### src/rtl/euler_seq_multiplier_if.sv
// Request/response bundle for the Euler-step shift-add multiplier.
// master: issues start with operands a/b; slave: the multiplier itself.
interface euler_seq_multiplier_if #(
   parameter int Size = 8
);
   logic            start;
   logic [Size-1:0] a;
   logic [Size-1:0] b;
   logic            busy;
   logic            done_mul;
   logic [Size-1:0] p;

   modport master (output start, a, b, input busy, done_mul, p);
   modport slave  (input start, a, b, output busy, done_mul, p);
endinterface

### src/rtl/euler_seq_multiplier.sv
// Sequential shift-add signed fixed-point multiplier (h*f) for the Euler step.
// Computes on magnitudes, reapplies the sign at the end, then rescales by FRAC
// with floor semantics. One result every Size+2 cycles.
// Optional build macro MUL_SAT_EN: saturate the rescaled product to Size bits
// instead of wrapping.
module euler_seq_multiplier #(
   parameter int Size = 8,
   parameter int FRAC = 4
) (
   input  logic                  clk,
   input  logic                  rst_sync,
   euler_seq_multiplier_if.slave bus
);
   localparam logic [1:0] ST_IDLE = 2'd0;
   localparam logic [1:0] ST_MUL  = 2'd1;
   localparam logic [1:0] ST_FIN  = 2'd2;

   localparam int            CW   = $clog2(Size);
   localparam logic [CW-1:0] LAST = CW'(Size - 1);

   logic [1:0]          state;
   logic [Size-1:0]     mcand;
   logic [Size-1:0]     mplier;
   logic                sign;
   logic [2*Size-1:0]   acc;
   logic [CW-1:0]       cnt;
   logic [Size-1:0]     p_q;
   logic                done_q;

   logic [Size-1:0]     a_mag;
   logic [Size-1:0]     b_mag;
   logic [2*Size-1:0]   partial;
   logic signed [2*Size:0] acc_ext;
   logic signed [2*Size:0] sprod;
   logic signed [2*Size:0] r;
   logic [Size-1:0]     p_next;

   // Operand magnitudes; the most negative value maps to 2^(Size-1), which
   // still fits as an unsigned Size-bit number.
   always_comb begin
      a_mag = bus.a[Size-1] ? (~bus.a + 1'b1) : bus.a;
      b_mag = bus.b[Size-1] ? (~bus.b + 1'b1) : bus.b;
   end

   // Shifted multiplicand for the current iteration plus sign restore and
   // floor rescale of the finished product.
   always_comb begin
      partial = {{Size{1'b0}}, mcand} << cnt;
      acc_ext = {1'b0, acc};
      sprod   = sign ? -acc_ext : acc_ext;
      r       = sprod >>> FRAC;
   end

`ifdef MUL_SAT_EN
   localparam logic signed [2*Size:0] PMAX = {{(Size+2){1'b0}}, {(Size-1){1'b1}}};
   localparam logic signed [2*Size:0] PMIN = {{(Size+2){1'b1}}, {(Size-1){1'b0}}};

   // Clamp out-of-range results to the representable extremes.
   always_comb begin
      if (r > PMAX)
         p_next = {1'b0, {(Size-1){1'b1}}};
      else if (r < PMIN)
         p_next = {1'b1, {(Size-1){1'b0}}};
      else
         p_next = r[Size-1:0];
   end
`else
   logic unused_r_hi;

   // Plain truncation: high bits of the rescaled product are dropped.
   always_comb begin
      p_next      = r[Size-1:0];
      unused_r_hi = ^r[2*Size:Size];
   end
`endif

   // Control FSM and datapath; reset discards any in-flight product.
   always_ff @(posedge clk) begin
      if (!rst_sync) begin
         state  <= ST_IDLE;
         mcand  <= '0;
         mplier <= '0;
         sign   <= 1'b0;
         acc    <= '0;
         cnt    <= '0;
         p_q    <= '0;
         done_q <= 1'b0;
      end else begin
         done_q <= 1'b0;
         case (state)
            ST_IDLE: begin
               if (bus.start) begin
                  mcand  <= a_mag;
                  mplier <= b_mag;
                  sign   <= bus.a[Size-1] ^ bus.b[Size-1];
                  acc    <= '0;
                  cnt    <= '0;
                  state  <= ST_MUL;
               end
            end
            ST_MUL: begin
               if (mplier[0])
                  acc <= acc + partial;
               mplier <= mplier >> 1;
               cnt    <= cnt + 1'b1;
               if (cnt == LAST)
                  state <= ST_FIN;
            end
            ST_FIN: begin
               p_q    <= p_next;
               done_q <= 1'b1;
               state  <= ST_IDLE;
            end
            default: state <= ST_IDLE;
         endcase
      end
   end

   assign bus.busy     = (state == ST_MUL) || (state == ST_FIN);
   assign bus.done_mul = done_q;
   assign bus.p        = p_q;
endmodule

### src/flat_wrapper.sv
// flat-port wrapper written by rule: the top's interface ports become plain ports
module euler_seq_multiplier_flat 
#(
   parameter int Size = 8,
   parameter int FRAC = 4
)
  (clk, rst_sync, bus_start, bus_a, bus_b, bus_busy, bus_done_mul, bus_p);
  euler_seq_multiplier_if #(.Size(Size)) bus_i ();
  input  logic clk;
  input  logic rst_sync;
  input wire logic [$bits(bus_i.start)-1:0] bus_start;
  input wire logic [$bits(bus_i.a)-1:0] bus_a;
  input wire logic [$bits(bus_i.b)-1:0] bus_b;
  output wire logic [$bits(bus_i.busy)-1:0] bus_busy;
  output wire logic [$bits(bus_i.done_mul)-1:0] bus_done_mul;
  output wire logic [$bits(bus_i.p)-1:0] bus_p;
  assign bus_i.start = bus_start;
  assign bus_i.a = bus_a;
  assign bus_i.b = bus_b;
  assign bus_busy = bus_i.busy;
  assign bus_done_mul = bus_i.done_mul;
  assign bus_p = bus_i.p;
  euler_seq_multiplier #(.Size(Size), .FRAC(FRAC)) u_core (.clk(clk), .rst_sync(rst_sync), .bus(bus_i));
endmodule
### config.mk
export PLATFORM = sky130hd
export DESIGN_NAME = euler_seq_multiplier_flat
export DESIGN_NICKNAME = d
export VERILOG_FILES = /design/src/rtl/euler_seq_multiplier_if.sv /design/src/rtl/euler_seq_multiplier.sv /design/src/flat_wrapper.sv
export SDC_FILE = /design/constraint.sdc
export NUM_CORES = 1
export LEC_CHECK = 0
export ABC_AREA = 1
export CAP_MARGIN = 30
export CORE_ASPECT_RATIO = 1.4
export CORE_MARGIN = 4
export CORE_UTILIZATION = 62
export DETAILED_ROUTE_END_ITERATION = 10
export PLACE_DENSITY = 0.85
export SLEW_MARGIN = 20
export SYNTH_ARGS = -nofsm -noshare
export SYNTH_HDL_FRONTEND = slang
export SYNTH_SLANG_ARGS = --single-unit
export TNS_END_PERCENT = 5
### constraint.sdc
create_clock -name clk -period 4.43 [get_ports clk]
set_input_delay 0.443 -clock clk [delete_from_list [all_inputs] [get_ports clk]]
set_output_delay 0.443 -clock clk [all_outputs]
set_load 0.01 [all_outputs]
# Word-level counts from Yosys, hierarchy flattened
# Index checks and enable logic that the tools add are counted.
# totals
regBits,47
word_cells,44
inputBits,19
out_inout_bits,10
# classes
shifts,1
bitwise_logic,3
n_reduce_logical,7
n_mux,14
addsub,5
eq_ne,6
# op_table
cell,count
16-bit 2-to-1 mux,2
16-bit one-hot mux with 2 select lines,1
8-bit 2-to-1 mux,3
16-bit adder,1
"8-bit by 1-bit adder with 8-bit output, second input constant",2
8-bit NOT,2
8-bit one-hot mux with 2 select lines,1
8-bit by 3-bit left shift with 16-bit output,1
12-bit 2-to-1 mux,1
12-bit negator,1
3-bit one-hot mux with 2 select lines,1
2-bit AND reduction,3
2-bit 2-to-1 mux,2
"2-bit by 1-bit != test with 1-bit output, second input constant",2
2-bit one-hot mux with 2 select lines,1
"3-bit by 1-bit adder with 3-bit output, second input constant",1
"3-bit equality test, second input constant",1
3-bit 2-to-1 mux,1
3-bit AND reduction,1
"2-bit by 1-bit equality test with 1-bit output, second input constant",1
"2-bit equality test, second input constant",1
2-bit logical NOT,1
"2-bit != test, second input constant",1
2-bit nonzero test,1
3 further kinds,3

# Logic depth before layout (Yosys ltp)
# Gate-level depths: netlist of run 1.
# logic_depth
word_depth,5
depth_mapped,16
depth_no_buf,16

# Worst setup path before layout of run 1
# OpenSTA, ideal clock, no wires.
# synth_timing
path_type,reg-to-reg
start,reg u_core.cnt[2]
end,reg u_core.acc[6]
path_slack_ns,2.224
stages_incl_launch_ff,11
arrival_ns,2.074
path_buffers,1
required_ns,4.298
period_less_slack_ns,2.206
cell_sequence,dfxtp_1 -> clkbuf_1 -> nor3_1 -> ha_1 -> inv_1 -> fa_1 -> o21ai_0 -> a21oi_1 -> or2_2 -> nand3_1 -> a21oi_1
# synth_between
elab_chain_len,4
# synth_lines
element,line,text
from (decl),euler_seq_multiplier.sv:26,logic [CW-1:0] cnt;
from (signal assigned),euler_seq_multiplier.sv:105,cnt <= cnt + 1'b1;
8-bit by 3-bit left shift with 16-bit output,euler_seq_multiplier.sv:48,"partial = {{Size{1'b0}}, mcand} << cnt;"
16-bit adder,euler_seq_multiplier.sv:103,acc <= acc + partial;
16-bit 2-to-1 mux,euler_seq_multiplier.sv:102,if (mplier[0])
16-bit one-hot mux with 2 select lines,euler_seq_multiplier.sv:90,case (state)
to (signal assigned),euler_seq_multiplier.sv:103,
to (decl),euler_seq_multiplier.sv:25,logic [2*Size-1:0] acc;
# Every way passes these cells. The select of a mux whose other input is x is not followed.
# A chain may end at the register's enable or synchronous reset.

# Worst setup path in the final report of run 1
# layout_timing
start,reg u_core.cnt[0]
end,reg u_core.acc[6]
# Same word-level chain as after synthesis.

==> results of run 1 <==
-- kinds of logic (layout without fill, tap and decap cells) --
| group | count (synthesis) | in the layout | share of synthesized area (%) |
|---|---|---|---|
| flip-flops | 43 | 43 | 28.8 |
| adder cells (fa/ha/maj) | 19 | 19 | 8.19 |
| AO/OA/AOI/OAI | 108 | 108 | 20.1 |
| XOR/XNOR | 10 | 10 | 2.93 |
| multiplexers | 1 | 1 | 0.334 |
| buffers and inverters | 78 | 98 | 10.4 |
| AND/OR/NAND/NOR | 208 | 208 | 29.4 |
-- where the power goes --
part / total, W / internal [W] / switching (W)
sequential: 0.000449 / 0.000421 / 0.0000279
combinational: 0.000284 / 0.000112 / 0.000172
clock: 0.000319 / 0.000168 / 0.000151
total: 0.00105 / 0.000701 / 0.000351
-- how the worst max path moves through the flow --
stage | from | to | slack, ns | cells after the start
after detailed placement | u_core.cnt[0] | u_core.acc[6] | 1.70 | 12
after global routing | u_core.cnt[0] | u_core.acc[6] | 1.36 | 12
final | u_core.cnt[0] | u_core.acc[6] | 1.65 | 12
after CTS | u_core.cnt[0] | u_core.acc[6] | 1.68 | 12
after global placement | u_core.cnt[0] | u_core.acc[6] | 1.86 | 12
after floorplan | u_core.cnt[2] | u_core.acc[6] | 2.22 | 10
-- flip-flops by register name (all words and copies together) (netlist names) --
register             cells
u_core.acc              12
u_core.bus.done_mul      1
u_core.bus.p             8
u_core.cnt               3
u_core.mcand             8
u_core.mplier            8
u_core.sign              1
u_core.state             2
-- tightest hold or removal path, cell delays in order, from the launching register on --
cell and delay [ns]:
dfxtp_1 0.32, nand2_1 0.06, a21oi_1 0.05
-- area by class of cell --
cell class,instances,area [µm²],area share (%)
clock buffers,5,68.8,2.03
multi-input cells,346,1820,53.8
well taps,62,77.6,2.29
clock inverters,3,43.8,1.29
repair buffers,28,280,8.27
flip-flops and latches,43,861,25.4
inverters,62,235,6.94
-- synth_stat cells (5+ instances only) --
cell and number:
dfxtp_1 43, inv_1 58, nand3_1 35, nand2_1 114
clkbuf_1 11, or2_2 5, nand4_1 8, o21ai_0 40
ha_1 18, xor2_1 8, a21oi_1 46, nor2_1 39
-- per-stage QoR --
step / instance area (µm²) / instances
final: 3390 / 549
after global routing: 3390 / 549
after CTS: 3390 / 549
after detailed placement: 3280 / 541
after global placement: 3280 / 541
after floorplan: 2990 / 467
-- metal layers --
layer  part of all wire [%]  up-vias
met3                    3.2       15
li1                       -     1577
met5                      0        -
met1                     41     1372
met2                     54       59
met4                    2.3        0
-- cells in the final DEF, fill, tap and decap left out, drive strengths merged --
| cell type | n |
|---|---|
| inv | 59 |
| o21a | 1 |
| a21o | 1 |
| o221ai | 4 |
| o31ai | 1 |
| nand2 | 114 |
| xor2 | 8 |
| clkbuf | 5 |
| nand3b | 2 |
| fa | 1 |
| a211oi | 1 |
| xnor2 | 2 |
| a21oi | 46 |
| or2 | 5 |
| clkinv | 5 |
| nor2 | 40 |
| bufinv | 1 |
| clkdlybuf4s50 | 28 |
| nand3 | 35 |
| o21bai | 1 |
| dfxtp | 43 |
| nand4 | 8 |
| o22ai | 3 |
| mux2i | 1 |
| a31oi | 3 |
| nor4 | 1 |
| o21ai | 43 |
| ha | 18 |
| nor3 | 2 |
| o211ai | 4 |
| and2 | 1 |
==> flow_summary.ini, run 1 <==
[routing]
drtIter0Drc = 188
drc = 0
firstDrtPassIters = 4
totalWireLength_um = 7090
ant_nets = 0
routedWlPerCell_um = 12.9
vias_per_cell = 5.51
dr_total_vias = 3023

[sta]
fin_crit_sh_pct = 62.8
fin_skew_ns = 0.0126
max_slew_margin_pct = 46.0
drv_slew = 0
tightestPinTransition_ns = 0.809
period_needed_ns = 2.78
setup_tns_ns = 0
setup_ws_ns = 1.65
fin_hold_ws_ns = 0.474
fmax_mhz = 360
rsz0062_at_grt = no
hold_viol = 0
setup_viol = 0

[floorplan]
rows = 29
die_h_um = 90.2
start_util_pct = 65.0
fp.dieW_um = 66.7
core_area_um2 = 4610
ioPinCount = 29
dieArea_um2 = 6020

[synth]
seq_area_frac_synth_pct = 28.8
synthTopCellsByArea = dfxtp_1 29%, nand2_1 14%, a21oi_1 7.7%
synth-main-ff-cell = dfxtp_1
syn_inst = 467
syn_nets = 505
synth_cell_type_count = 37
yosys.area.top_type = dfxtp_1
synth-seq-cells = 43
synth_area_um2 = 2990
syn_area_per_cell_um2 = 6.41
ys_warn_count = 0
yosysTopAreaCellShare_pct = 28.8
async_flop_share_pct = 0
synth_edf_count = 0

[job]
maxCapViolCount = 0

[grt]
gr-total-overflow = 0
use_met3_pct = 3.99
grt_usage_pct = 25.2
grt.busiest_layer = met2
use_met1_pct = 28.2
grt_max_degree = 25
antenna_found_initial = 0
grt_pass1_vias = 2771
grt_use_met2_pct = 46.2
grt_pass1_wl_um = 12000

[worst_setup_path]
cp_top_family = compound AO/OA/AOI/OAI gates
crit_buf_inv = 1
worst-r2r-cell-count = 12
rr_startpoint = u_core.cnt[0]
crit_path_end_kind = flop
reg2reg_setup_slack_ns = 1.65
critPathMaxFanout = 12
cp_cell_sequence = inv_1, nand2_1, nand2_1, o21ai_0, nor2_1, ha_1, nand2_1, o21ai_0, a21oi_1, or2_2, nand3_1, a21oi_1
startpoint_type = flop
r2r_end = u_core.acc[6]
cpMaxStageDelayCell = dfxtp_1
critPathRequiredTime_ns = 4.59
worstSetupPathType = reg2reg
cp.arrival_ns = 2.94
slowest_delay_ns = 0.57
cpMostUsedCell = nand2_1

[cts]
cts_buffers = 5
clk_latency_ns = 0.30
cts_post_setup_buffers_inserted = 0
cts_root_buffer = clkbuf_8
clock-sinks = 43
cts_tree = yes
cts_max_path_buffers = 2
htree_levels = 2
holdBufCountCts = 0
clkSlewWorstSetupHoldPaths_ns = 0.09
cts-resized-gates = 0

[power]
p_per_area_nw_per_um2 = 310
power_leakage_nw = 1.55
report.power.total_w = 0.00105
irDropWorstVdd_mv = 0.269

[layout]
n_fill_cell = 424
area_growth_pct = 13.2
drive_gt1_share_pct = 3.49
insertedDiodeCount = 0
nets = 524
fin_util_pct = 73.6

[placed_design]
preCtsSetupSlack_ns = 1.70
place_congestion = 0.965
port_buffers = 28
hpwl_um = 5400

[worst_hold_path]
whs_path_depth = 2
worstHoldStart = u_core.mplier[6]
hp-class = reg2reg
whs_endpoint = u_core.mplier[6]

[run_status]
status = completed
Power figures use the tool's default switching activity.
==> run 2: changes to the inputs <==
- CORE_UTILIZATION: 62 -> 58
- PLACE_DENSITY: 0.85 -> 0.8
- clock period: 4.43 -> 2.9 ns (I/O delays scaled with it)
==> run 2 against run 1 <==
  * Critical path depth shrank 1
  * Clock-buffer cell count unchanged
  * Utilization down 4.3 points
  * Sequential cell count unchanged
  * Via count down 1.4%
  * Critical path type unchanged
==> flow_summary.ini, run 2 (synthesized netlist as in run 1, its figures left out) <==
[sta]
fin_crit_sh_pct = 92.3
max_slew_margin_pct = 43.6
fmax_mhz = 374
setup_tns_ns = 0
fin_skew_ns = 0.0103
setup_viol = 0
rsz0062_at_grt = no
hold_viol = 0
period_needed_ns = 2.68
tightestPinTransition_ns = 0.845
drv_slew = 0

[floorplan]
core_area_um2 = 4920
rows = 30
ioPinCount = 29
dieArea_um2 = 6390
start_util_pct = 60.9
die_h_um = 93.0
fp.dieW_um = 68.7

[routing]
drc = 0
firstDrtPassIters = 5
ant_nets = 0
dr_total_vias = 2982
vias_per_cell = 5.37
totalWireLength_um = 7070
drtIter0Drc = 142
routedWlPerCell_um = 12.7

[layout]
fin_cells = 555
nets = 528
layout_commonest_cell = nand2_1
register_area_um2 = 862
final_cell_mix = 114 x nand2_1, 58 x inv_1, 46 x a21oi_1
top_register = u_core.acc
area_growth_pct = 13.7
insertedDiodeCount = 0
largest_reg_flops = 12
n_fill_cell = 481
drive_gt1_share_pct = 4.48
multi_input_area_um2 = 1820

[worst_setup_path]
worstSetupStartpoint = u_core.cnt[0]
critPathRequiredTime_ns = 3.06
worst-r2r-cell-count = 11
r2r_end = u_core.acc[6]
rr_startpoint = u_core.cnt[0]
crit_path_end_kind = flop
reg2reg_setup_slack_ns = 0.22
startpoint_type = flop
worstSetupEndpoint = u_core.acc[6]
critPathMaxFanout = 12
worstSetupPathType = reg2reg
cp.arrival_ns = 2.83

[cts]
clk_latency_ns = 0.30
htree_levels = 2
cts_tree = yes
cts-resized-gates = 0
clock-sinks = 43
cts_buffers = 5
cts_post_setup_buffers_inserted = 0
cts_max_path_buffers = 2
clkSlewWorstSetupHoldPaths_ns = 0.09
cts_root_buffer = clkbuf_8
holdBufCountCts = 0

[run_status]
status = completed

[grt]
antenna_found_initial = 0
grt_max_degree = 25
grt_usage_pct = 23.3
grt_pass1_wl_um = 11500
grt_pass1_vias = 2641
gr-total-overflow = 0

[power]
irDropWorstVdd_mv = 0.311
power_leakage_nw = 1.55
p_per_area_nw_per_um2 = 450
report.power.total_w = 0.00153

[placed_design]
place_congestion = 0.932
port_buffers = 28
placed_cells = 547
hpwl_um = 5490

[job]
maxCapViolCount = 0

[worst_hold_path]
hp-class = reg2reg
==> run 2: cell count changes in the layout (fill, tap and decap cells not counted) <==
| cell | change |
|---|---|
| bufinv_16 | -1 |
| buf_4 | +4 |
| dfxtp_2 | +1 |
| clkinv_4 | -1 |
| inv_6 | +1 |
| clkinvlp_4 | +2 |
| clkinv_2 | -1 |
| dfxtp_1 | -1 |
==> run 2: area by class of cell <==
class / instances / area share, %
clock buffers: 5 / 2.02
clock inverters: 3 / 0.699
inverters: 62 / 6.91
multi-input cells: 346 / 53.6
flip-flops and latches: 43 / 25.3
well taps: 64 / 2.35
repair buffers: 32 / 9.12
==> run 2: how the worst min path moves through the flow <==
stage | from | endpoint | slack (ns) | cells after the start
2_1_floorplan | u_core.mplier[3] | u_core.mplier[3] | 0.44 | 2
3_3_place_gp | u_core.mplier[7] | u_core.mplier[7] | 0.46 | 2
3_5_place_dp | u_core.mplier[2] | u_core.mplier[2] | 0.46 | 2
4_1_cts | u_core.mplier[2] | u_core.mplier[2] | 0.47 | 2
5_1_grt | u_core.mplier[2] | u_core.mplier[2] | 0.50 | 2
6_report | u_core.mplier[2] | u_core.mplier[2] | 0.47 | 2
==> run 2: critical path, stage by stage (launching register included) <==
cell and delay (ns):
dfxtp_2 0.39, inv_1 0.20, nand2_1 0.10, nor3_1 0.17
ha_1 0.23, inv_1 0.06, fa_1 0.38, o21ai_0 0.41
a21oi_1 0.15, or2_2 0.30, nand3_1 0.07, a21oi_1 0.06
==> run 2: through the flow <==
step / util (%) / cell area [µm²] / setup slack (ns) / hold WS (ns)
after floorplan: - / 2990 / 0.694 / 0.445
after global placement: 67.3 / 3310 / 0.326 / 0.455
after detailed placement: 67.3 / 3310 / 0.165 / 0.460
after CTS: 69.2 / 3400 / 0.162 / 0.474
after global routing: 69.2 / 3400 / 0.0325 / 0.496
final: 69.2 / 3400 / 0.225 / 0.472
==> run 2: metal layers <==
| layer | routed length, µm | track usage [%] | part of all wire (%) | up-vias |
|---|---|---|---|---|
| met1 | 3040 | 26.8 | 43 | 1338 |
| met5 | 0 | 0 | 0 | - |
| met2 | 3630 | 40.9 | 51 | 49 |
| li1 | - | - | - | 1581 |
| met4 | 163 | 9.43 | 2.3 | 0 |
| met3 | 232 | 4.21 | 3.3 | 14 |
==> run 2: power by group <==
part | internal [W] | switching [W]
clock network | 0.000173 | 0.000231
registers | 0.000644 | 0.0000427
logic | 0.000179 | 0.000263
total | 0.000995 | 0.000537
==> run 3: changes to the inputs <==
- CORE_UTILIZATION: 58 -> 62
- PLACE_DENSITY: 0.8 -> 0.85
- clock period: 2.9 -> 3.3 ns (I/O delays scaled with it)
==> run 3 against run 2 <==
  * Cell count is 0.90% lower
  * First-iteration DRC count increased by 9.2%
  * Critical path type unchanged
  * Sequential power decreased by 12%
  * Utilization rose by 4.1 points
  * Highest routed layer unchanged
  * Largest cell class unchanged
  * Combinational power down 13%
  * Critical endpoint unchanged
==> flow_summary.ini, run 3 (synthesized netlist as in run 1, its figures left out) <==
[run_status]
status = completed

[layout]
largest_reg_flops = 12
drive_gt1_share_pct = 3.69
area_growth_pct = 12.8
final_area_um2 = 3380
final_cell_mix = 114 x nand2_1, 58 x inv_1, 46 x a21oi_1
fin_util_pct = 73.3
nets = 525
register_area_um2 = 861
n_fill_cell = 408
multi_input_area_um2 = 1820
top_register = u_core.acc
insertedDiodeCount = 0
layout_commonest_cell = nand2_1

[routing]
firstDrtPassIters = 4
ant_nets = 0
routedWlPerCell_um = 12.9
drtIter0Drc = 155
totalWireLength_um = 7120
vias_per_cell = 5.44
dr_total_vias = 2993
drc = 0

[power]
power_leakage_nw = 1.54
seqPwrFrac_pct = 44.9
p_per_area_nw_per_um2 = 399
irDropWorstVdd_mv = 0.305
power_frac_clock_pct = 26.7
p_sw_share_pct = 35.6
p_int_w = 0.000868
pwr-share-comb_pct = 28.4
p_sw_w = 0.000479

[sta]
tightestPinTransition_ns = 0.867
fin_skew_ns = 0.0102
drv_slew = 0
max_slew_margin_pct = 42.1
setup_viol = 0
hold_viol = 0
fmax_mhz = 366
rsz0062_at_grt = no
period_needed_ns = 2.74
fin_crit_sh_pct = 82.9
setup_tns_ns = 0

[worst_setup_path]
slowest_delay_ns = 0.56
worst-r2r-cell-count = 12
crit_buf_inv = 1
startpoint_type = flop
critPathRequiredTime_ns = 3.47
cp.arrival_ns = 2.90
cpMostUsedCell = nand2_1
crit_path_end_kind = flop
rr_startpoint = u_core.cnt[0]
critPathMaxFanout = 12
worstSetupPathType = reg2reg
cp_top_family = compound AO/OA/AOI/OAI gates
reg2reg_setup_slack_ns = 0.56
r2r_end = u_core.acc[6]
cp_cell_sequence = inv_1, nand2_1, nand2_1, o21ai_0, nor2_1, ha_1, nand2_1, o21ai_0, a21oi_1, or2_2, nand3_1, a21oi_1
cpMaxStageDelayCell = dfxtp_1

[cts]
htree_levels = 2
cts_max_path_buffers = 2
cts_tree = yes
cts_post_setup_buffers_inserted = 0
clk_latency_ns = 0.31
clkSlewWorstSetupHoldPaths_ns = 0.10
holdBufCountCts = 0
cts_root_buffer = clkbuf_8
clock-sinks = 43
cts_buffers = 5
cts-resized-gates = 0

[floorplan]
die_h_um = 90.2
rows = 29
dieArea_um2 = 6020
core_area_um2 = 4610
fp.dieW_um = 66.7
ioPinCount = 29
start_util_pct = 65.0

[job]
maxCapViolCount = 0

[grt]
antenna_found_initial = 0
grt_pass1_wl_um = 11900
grt_pass1_vias = 2777
grt_usage_pct = 24.6
grt_max_degree = 25
gr-total-overflow = 0

[placed_design]
place_congestion = 0.961
placed_area_um2 = 3280
hpwl_um = 5450
port_buffers = 28

[worst_hold_path]
hp-class = reg2reg
worstHoldStart = u_core.mplier[6]
whs_path_depth = 2
whs_endpoint = u_core.mplier[6]
-- run 3: cell types whose count changed in the layout (fill, tap and decap cells not counted), sizes merged --
| cell | change |
|---|---|
| buf | -3 |
-- run 3: metal layers --
layer / global-route usage (%) / share of wire (%) / vias up
met4: 9.32 / 2.3 / 0
met5: 0 / 0 / -
met1: 26.9 / 41 / 1350
met2: 46.3 / 54 / 50
met3: 2.87 / 2.6 / 13
li1: - / - / 1580
-- run 3: power by group through the flow --
stage	sequential [W]	combinational, W	clock [W]
after floorplan	0.000608	0.000269	0
after detailed placement	0.000615	0.000380	0
after global placement	0.000613	0.000373	0
final	0.000604	0.000383	0.000360
after CTS	0.000603	0.000382	0.000365
after global routing	0.000609	0.000435	0.000381
-- run 3: worst max-delay path by stage --
stage	to	slack, ns	from	cells after the start
2_1_floorplan	u_core.acc[6]	1.09	u_core.cnt[2]	10
3_3_place_gp	u_core.acc[6]	0.71	u_core.cnt[0]	12
3_5_place_dp	u_core.acc[6]	0.59	u_core.cnt[0]	12
4_1_cts	u_core.acc[6]	0.58	u_core.cnt[0]	12
5_1_grt	u_core.acc[6]	0.19	u_core.cnt[0]	12
6_report	u_core.acc[6]	0.56	u_core.cnt[0]	12
-- run 3: metrics by stage --
stage	worst slack [ns]	power (W)	cells	hold slack, ns
2_1_floorplan	1.09	0.000877	467	0.445
3_3_place_gp	0.708	0.000986	542	0.452
3_5_place_dp	0.588	0.000995	542	0.460
4_1_cts	0.581	0.00135	550	0.473
5_1_grt	0.191	0.00142	550	0.501
6_report	0.564	0.00135	550	0.471
-- run 3: worst min-delay path, delay by kind of cell, from the launching register on --
family	cells	cell delay [ns]
flip-flops	1	0.32
AND/OR/NAND/NOR	1	0.06
AO/OA/AOI/OAI	1	0.05
-- run 3: cell type report --
| type | count | area share, % |
|---|---|---|
| multi-input combinational | 346 | 54.0 |
| sequential | 43 | 25.5 |
| timing repair buffer | 29 | 8.52 |
| inverter | 62 | 6.97 |
| tap | 62 | 2.30 |
| clock buffer | 5 | 2.04 |
| clock inverter | 3 | 0.704 |
